<file path="src/rtl/bit_serializer_pkg.sv">
// bit_serializer_pkg
// Shared definitions for the bit serializer slice:
//   - WORD_W / IDX_W : data width and bit-index width
//   - state_t        : serializer state (IDLE, SHIFT, PAR)
//   - even_par_step  : one step of the running even-parity accumulator
package bit_serializer_pkg;

  localparam int WORD_W = 32;
  localparam int IDX_W  = 5;

  typedef enum logic [1:0] {
    IDLE  = 2'd0,
    SHIFT = 2'd1,
    PAR   = 2'd2
  } state_t;

  // Fold one transmitted bit into the even-parity accumulator.
  function automatic logic even_par_step(input logic acc, input logic data_bit);
    return acc ^ data_bit;
  endfunction

endpackage

</file>
<file path="src/rtl/bit_select32.sv">
// bit_select32
// Purely combinational 32:1 bit selector built as a five-level tree of
// 2:1 selects (sel[0] picks at the leaves, sel[4] at the root).
// Ports:
//   word    in  32  source word
//   sel     in  5   bit index to pick
//   sel_bit out 1   word[sel]
module bit_select32
  import bit_serializer_pkg::*;
(
  input  logic [WORD_W-1:0] word,
  input  logic [IDX_W-1:0]  sel,
  output logic              sel_bit
);

  logic [15:0] lvl1;
  logic [7:0]  lvl2;
  logic [3:0]  lvl3;
  logic [1:0]  lvl4;

  // Reduce the word pairwise, one select bit per tree level.
  always_comb begin
    lvl1 = 16'd0;
    lvl2 = 8'd0;
    lvl3 = 4'd0;
    lvl4 = 2'd0;
    for (int i = 0; i < 16; i++) lvl1[i] = sel[0] ? word[2*i+1] : word[2*i];
    for (int i = 0; i < 8; i++)  lvl2[i] = sel[1] ? lvl1[2*i+1] : lvl1[2*i];
    for (int i = 0; i < 4; i++)  lvl3[i] = sel[2] ? lvl2[2*i+1] : lvl2[2*i];
    for (int i = 0; i < 2; i++)  lvl4[i] = sel[3] ? lvl3[2*i+1] : lvl3[2*i];
    sel_bit = sel[4] ? lvl4[1] : lvl4[0];
  end

endmodule

</file>
<file path="src/rtl/bit_serializer.sv">
// bit_serializer
// Parallel-to-serial converter: accepts a 32-bit word with a length over a
// valid/ready handshake and emits bits LSB first, one per beat, over a second
// valid/ready handshake. Optional trailing even-parity beat when the macro
// PARITY_EN is defined (default build: no parity beat, no parity register).
// Ports:
//   clk, rst_n          clock, synchronous active-low reset
//   in_valid/in_ready   input handshake; in_data (32), in_len (5, bits-1)
//   out_valid/out_ready output handshake; out_bit, out_last, out_idx (5)
//   busy                a word is held (state is not IDLE)
module bit_serializer
  import bit_serializer_pkg::*;
(
  input  logic              clk,
  input  logic              rst_n,
  input  logic              in_valid,
  output logic              in_ready,
  input  logic [WORD_W-1:0] in_data,
  input  logic [IDX_W-1:0]  in_len,
  output logic              out_valid,
  input  logic              out_ready,
  output logic              out_bit,
  output logic              out_last,
  output logic [IDX_W-1:0]  out_idx,
  output logic              busy
);

  state_t            state;
  logic [WORD_W-1:0] word;
  logic [IDX_W-1:0]  len;
  logic [IDX_W-1:0]  idx;
`ifdef PARITY_EN
  logic              par;
`endif

  logic data_bit;
  logic at_end;
  logic beat_fire;
  logic final_fire;
  logic accept;

  bit_select32 u_bit_select32 (
    .word    (word),
    .sel     (idx),
    .sel_bit (data_bit)
  );

  // Output decode: driven from registers only, zero whenever idle.
  always_comb begin
    out_valid = 1'b0;
    out_bit   = 1'b0;
    out_last  = 1'b0;
    out_idx   = {IDX_W{1'b0}};
    case (state)
      SHIFT: begin
        out_valid = 1'b1;
        out_bit   = data_bit;
        out_idx   = idx;
`ifdef PARITY_EN
        out_last  = 1'b0;
`else
        out_last  = at_end;
`endif
      end
      PAR: begin
`ifdef PARITY_EN
        out_valid = 1'b1;
        out_bit   = par;
        out_last  = 1'b1;
`else
        out_valid = 1'b0;
`endif
      end
      default: begin
        out_valid = 1'b0;
      end
    endcase
  end

  assign at_end     = (idx == len);
  assign busy       = (state != IDLE);
  assign beat_fire  = out_valid && out_ready;
  assign final_fire = beat_fire && out_last;
  // Accepting on the final fire lets the next word start with no bubble.
  assign in_ready   = rst_n && ((state == IDLE) || final_fire);
  assign accept     = in_valid && in_ready;

  // State, word, length, bit counter and parity accumulator.
  always_ff @(posedge clk) begin
    if (!rst_n) begin
      state <= IDLE;
      word  <= {WORD_W{1'b0}};
      len   <= {IDX_W{1'b0}};
      idx   <= {IDX_W{1'b0}};
`ifdef PARITY_EN
      par   <= 1'b0;
`endif
    end else if (accept) begin
      // Accept only happens when idle or on the final fire, so it overrides.
      word  <= in_data;
      len   <= in_len;
      idx   <= {IDX_W{1'b0}};
`ifdef PARITY_EN
      par   <= 1'b0;
`endif
      state <= SHIFT;
    end else if (beat_fire) begin
      case (state)
        SHIFT: begin
`ifdef PARITY_EN
          par <= even_par_step(par, data_bit);
`endif
          if (at_end) begin
`ifdef PARITY_EN
            state <= PAR;
`else
            state <= IDLE;
`endif
          end else begin
            // Never wraps: the last beat stops at idx==len.
            idx <= idx + 5'd1;
          end
        end
        PAR: begin
          state <= IDLE;
        end
        default: begin
          state <= IDLE;
        end
      endcase
    end else begin
      state <= state;
    end
  end

endmodule

</file>
<file path="config.mk">
export PLATFORM = sky130hd
export DESIGN_NAME = bit_serializer
export DESIGN_NICKNAME = d
export VERILOG_FILES = /design/src/rtl/bit_serializer_pkg.sv /design/src/rtl/bit_select32.sv /design/src/rtl/bit_serializer.sv
export SDC_FILE = /design/constraint.sdc
export NUM_CORES = 1
export LEC_CHECK = 0
export BUFFER_PORTS_ARGS = -buffer_cell sky130_fd_sc_hd__buf_4
export CORE_ASPECT_RATIO = 0.6
export CORE_MARGIN = 10
export CORE_UTILIZATION = 40
export DETAILED_ROUTE_END_ITERATION = 8
export GPL_TIMING_DRIVEN = 0
export SLEW_MARGIN = 20
export SYNTH_ARGS = -nofsm -noshare
export SYNTH_HDL_FRONTEND = slang
export SYNTH_SLANG_ARGS = --single-unit
</file>
<file path="constraint.sdc">
create_clock -name clk -period 3.1 [get_ports clk]
set_input_delay 0.93 -clock clk [delete_from_list [all_inputs] [get_ports clk]]
set_output_delay 0.93 -clock clk [all_outputs]
set_load 0.05 [all_outputs]
</file>
==> metrics.md <==
| Metric | Value |
|---|---|
| Status | completed |
| Worst r2r path cells | 8 |
| Syn avg cell area | 11.2 sq um |
| CORE AREA | a little over 5000 sq um |
| First-pass GRT wire length | ~8100 microns |
| NetSw | 335 uW |
| Top delay family on crit path | multiplexers |
| Synth warn | 0 |
| Final hold violation count | 0 |
| Multi-input logic area | 1150 sq um |
| Final period util | 96.3% |
| Die Footprint | 8670 sq um |
| Clock network power share | between 20 and 30% |
| R2r startpoint | idx[1]$_SDFFE_PP0P_ |
| Sequential share of the synthesized area | 40.9% |
| Critical path startpoint | idx[1]$_SDFFE_PP0P_ |
| Tmin final | 2990 ps |
| Reg2reg end | idx[2]$_SDFFE_PP0P_ |
| Leak | 0.00120 uW |
| Synth top area cells | dfxtp_1 (41%), mux2i_1 (19%), nor2b_1 (11%), mux4_2 (5.3%), mux4_1 (2.5%) |
| Total congestion overflow | 0 |
| Combinational share of power | 20.7% |
| Layout cells sized above 1 | between 30% and 40% |
| I/O Buffers | 49 |
| Pre-antenna DRT Iters | 4 |
| Drt total wl | around 5000 microns |
| CTS buffer count | 5 |
| CTS H-Tree Depth | 2 |
| Worst hold start | word[23]$_SDFFE_PN0P_ |
| Crit-path max FO | 4 |
| Worst Hold Path EP | word[23]$_SDFFE_PN0P_ |
| WP data required | about 2200 ps |
| Clk root buf | clkbuf_8 |
| Nets | 287 |
| Later-pin clock latency in the skew report | 300 ps |
| Pwr Density | between 400 and 500 nW/um^2 |
| Worst path bufs/invs | 1 |
| Fill cells | 485 |
| Worst vdd ir | 0.170 mV |
| Worst EP arrival | 2060 ps |
| Worst setup SP type | register |
| Ordered list of cells on the worst path | mux4_1 > mux2_2 > a21oi_2 > o21ai_1 > and3_1 > buf_4 |
| Yosys top cell by area | dfxtp_1 |
| Clock tree sinks | 43 |
| Largest stage delay, worst path | 540 ps |
| Relative slew slack | 72.5% |
| Routed Antenna Nets | 0 |
| Die Height | 76.2 microns |
| Synth Net Count | 230 |
| # DRC | 0 |
| Mapped Cells | 188 |
| Finish-stage setup viols | 0 |
| Utilization after layout | a little over half |
| Placer congestion estimate | 0.727 |
| Hold WC Path Type | reg2reg |
| Final Power | 1220 uW |
| Flops & latches, synth | 43 |
| Synth unique cells | 32 |
| Final Max Tran Viols | 0 |
| Hold Path Cell Cnt | 2 |
| R2r setup slk | ~1200 ps |
| Mapped Area | ~2100 sq um |
| Number of flops mapped to enable cells by yosys | 0 |
| Io pins | 51 |
| Row cnt | 20 |
| Register area | 866 sq um |
| Wirelength per Cell | between 15 and 20 microns |
| Max Fclk | around 330 MHz |
| CTS max path bufs | 2 |
| Kind of critical path | reg2out |
| Primary FF master, synth | dfxtp_1 |
| Max-cap viol count | 0 |
| Global Route Usage Sum | between 10% and 20% |
| Routed via count | about 1.5k |
| Switching share of power | 27.5% |
| Crit-path slowest cell | mux4_1 |
| Post-route setup TNS | 0 ps |
| Async S/R FF share, synth | 0% |
| RSZ-0062 raised after global routing | no |
| # diodes | 0 |
| Clk pin slew, worst setup/hold paths | around 80 ps |
| Worst setup EP type | output pin |
| Int Pwr | slightly below 900 uW |
| TritonCTS clock tree | done |
| Initial antenna violation count | 0 |
| Pin count of the biggest net entering global routing | 13 |
| Starting Density | 41.5% |
| Setup Skew | 3.87 ps |
| Sequential share of power | 50.4% |
| Cts hold-fix bufs | 0 |
| Layout area overhead | 26.4% |
| Initial DRC count | 44 |
| Die W | 114 microns |
| Detailed-route vias per instance | 4.80 |
| Share of the synthesized area in the top cell type | 40.9% |
| Worst slew pin tran | 413 ps |
| Vias in the first global route | 1515 |
| Detailed placement HPWL | 3830 microns |
==> cell usage in the layout (no fill, tap or decap), types with 3 or more instances in the layout <==
cell type,count
nand2_1,3
nor2_1,5
and2_1,6
nor2b_1,38
xnor2_1,4
clkbuf_1,6
mux4_2,5
xor2_1,5
mux2i_1,41
dfxtp_1,41
buf_4,55
clkbuf_8,5
==> Yosys cell counts, drive strengths merged, types with 2 or more instances <==
| library cell | n |
|---|---|
| xnor2 | 4 |
| a21oi | 3 |
| nand3 | 2 |
| nor3 | 2 |
| nand2 | 3 |
| nor2b | 38 |
| mux4 | 7 |
| nor2 | 6 |
| and2 | 6 |
| clkbuf | 4 |
| xor2 | 5 |
| mux2 | 2 |
| mux2i | 41 |
| a211oi | 2 |
| buf | 9 |
| and3 | 2 |
| dfxtp | 43 |
==> per-stage QoR <==
step                hold slack [ps]  cells  instance area, sq um  setup WS [ps]
global placement                493    303                  2560            206
CTS                             524    311                  2650           39.1
detailed placement              504    303                  2560            191
floorplan                       477    188                  2110            305
finish                          516    312                  2660            114
global route                    550    312                  2660           11.5
==> worst max path at each step <==
stage | to | slack (ps) | cells after the start
2_1_floorplan | in_ready | 310 | 2
4_1_cts | out_bit | 40 | 6
5_1_grt | out_bit | 10 | 6
6_report | out_bit | 110 | 6
3_5_place_dp | out_bit | 190 | 6
3_3_place_gp | out_bit | 210 | 6
==> worst register-to-register path, stage by stage, from the launching register on <==
cell	delay [ps]
dfxtp_4	370
buf_4	150
xor2_1	180
nor3_4	340
a32oi_4	170
buf_6	190
buf_8	160
nand2_1	180
nor2_1	80
==> state kept, by name, summed over array words and instances, names as in the netlist <==
| signal | cells |
|---|---|
| state | 1 |
| idx | 5 |
| word | 32 |
| len | 5 |
==> per-layer routing <==
layer / track usage [%] / vias up / wire length, microns
li1: - / 768 / -
met1: 16.9 / 687 / 2570
met2: 15.1 / 34 / 1980
met3: 4.09 / 8 / 334
met4: 4.92 / 0 / 78
met5: 0 / - / 0
==> repair_timing <==
| action | in CTS | in global routing |
|---|---|---|
| pin swaps | 0 | 0 |
| setup buffers | 0 | 1 |
| resized for setup | 4 | 3 |
| endpoints found under the setup margin | 1 | 1 |
==> power by group through the flow <==
stage | combinational [uW] | clock (uW) | sequential [uW]
after floorplan | 178 | 0 | 624
after global placement | 252 | 0 | 629
after detailed placement | 254 | 0 | 630
after CTS | 255 | 363 | 617
after global routing | 275 | 383 | 621
final | 252 | 353 | 616
==> cell families (layout without fill, tap and decap cells) <==
logic type                 count (synthesis)  in the layout  synth area share [%]
buffers and inverters                     14             72                  4.75
AOI/OAI and AO/OA                         11             11                  4.45
DFF                                       43             43                  40.9
and+or+nand+nor                           60             60                  17.2
adders and majority gates                  1              1                 0.594
xor gates and xnor gates                   9              9                  3.74
muxes                                     50             50                  28.4
==> layout make-up <==
class,instances,area share [%]
repair buffers,50,14.1
clock inverters,1,0.188
well taps,66,3.10
plain buffers,13,3.95
flip-flops and latches,43,32.5
clock buffers,7,2.87
multi-input cells,131,43.2
inverters,1,0.141
(Power assumes the default switching activity.)
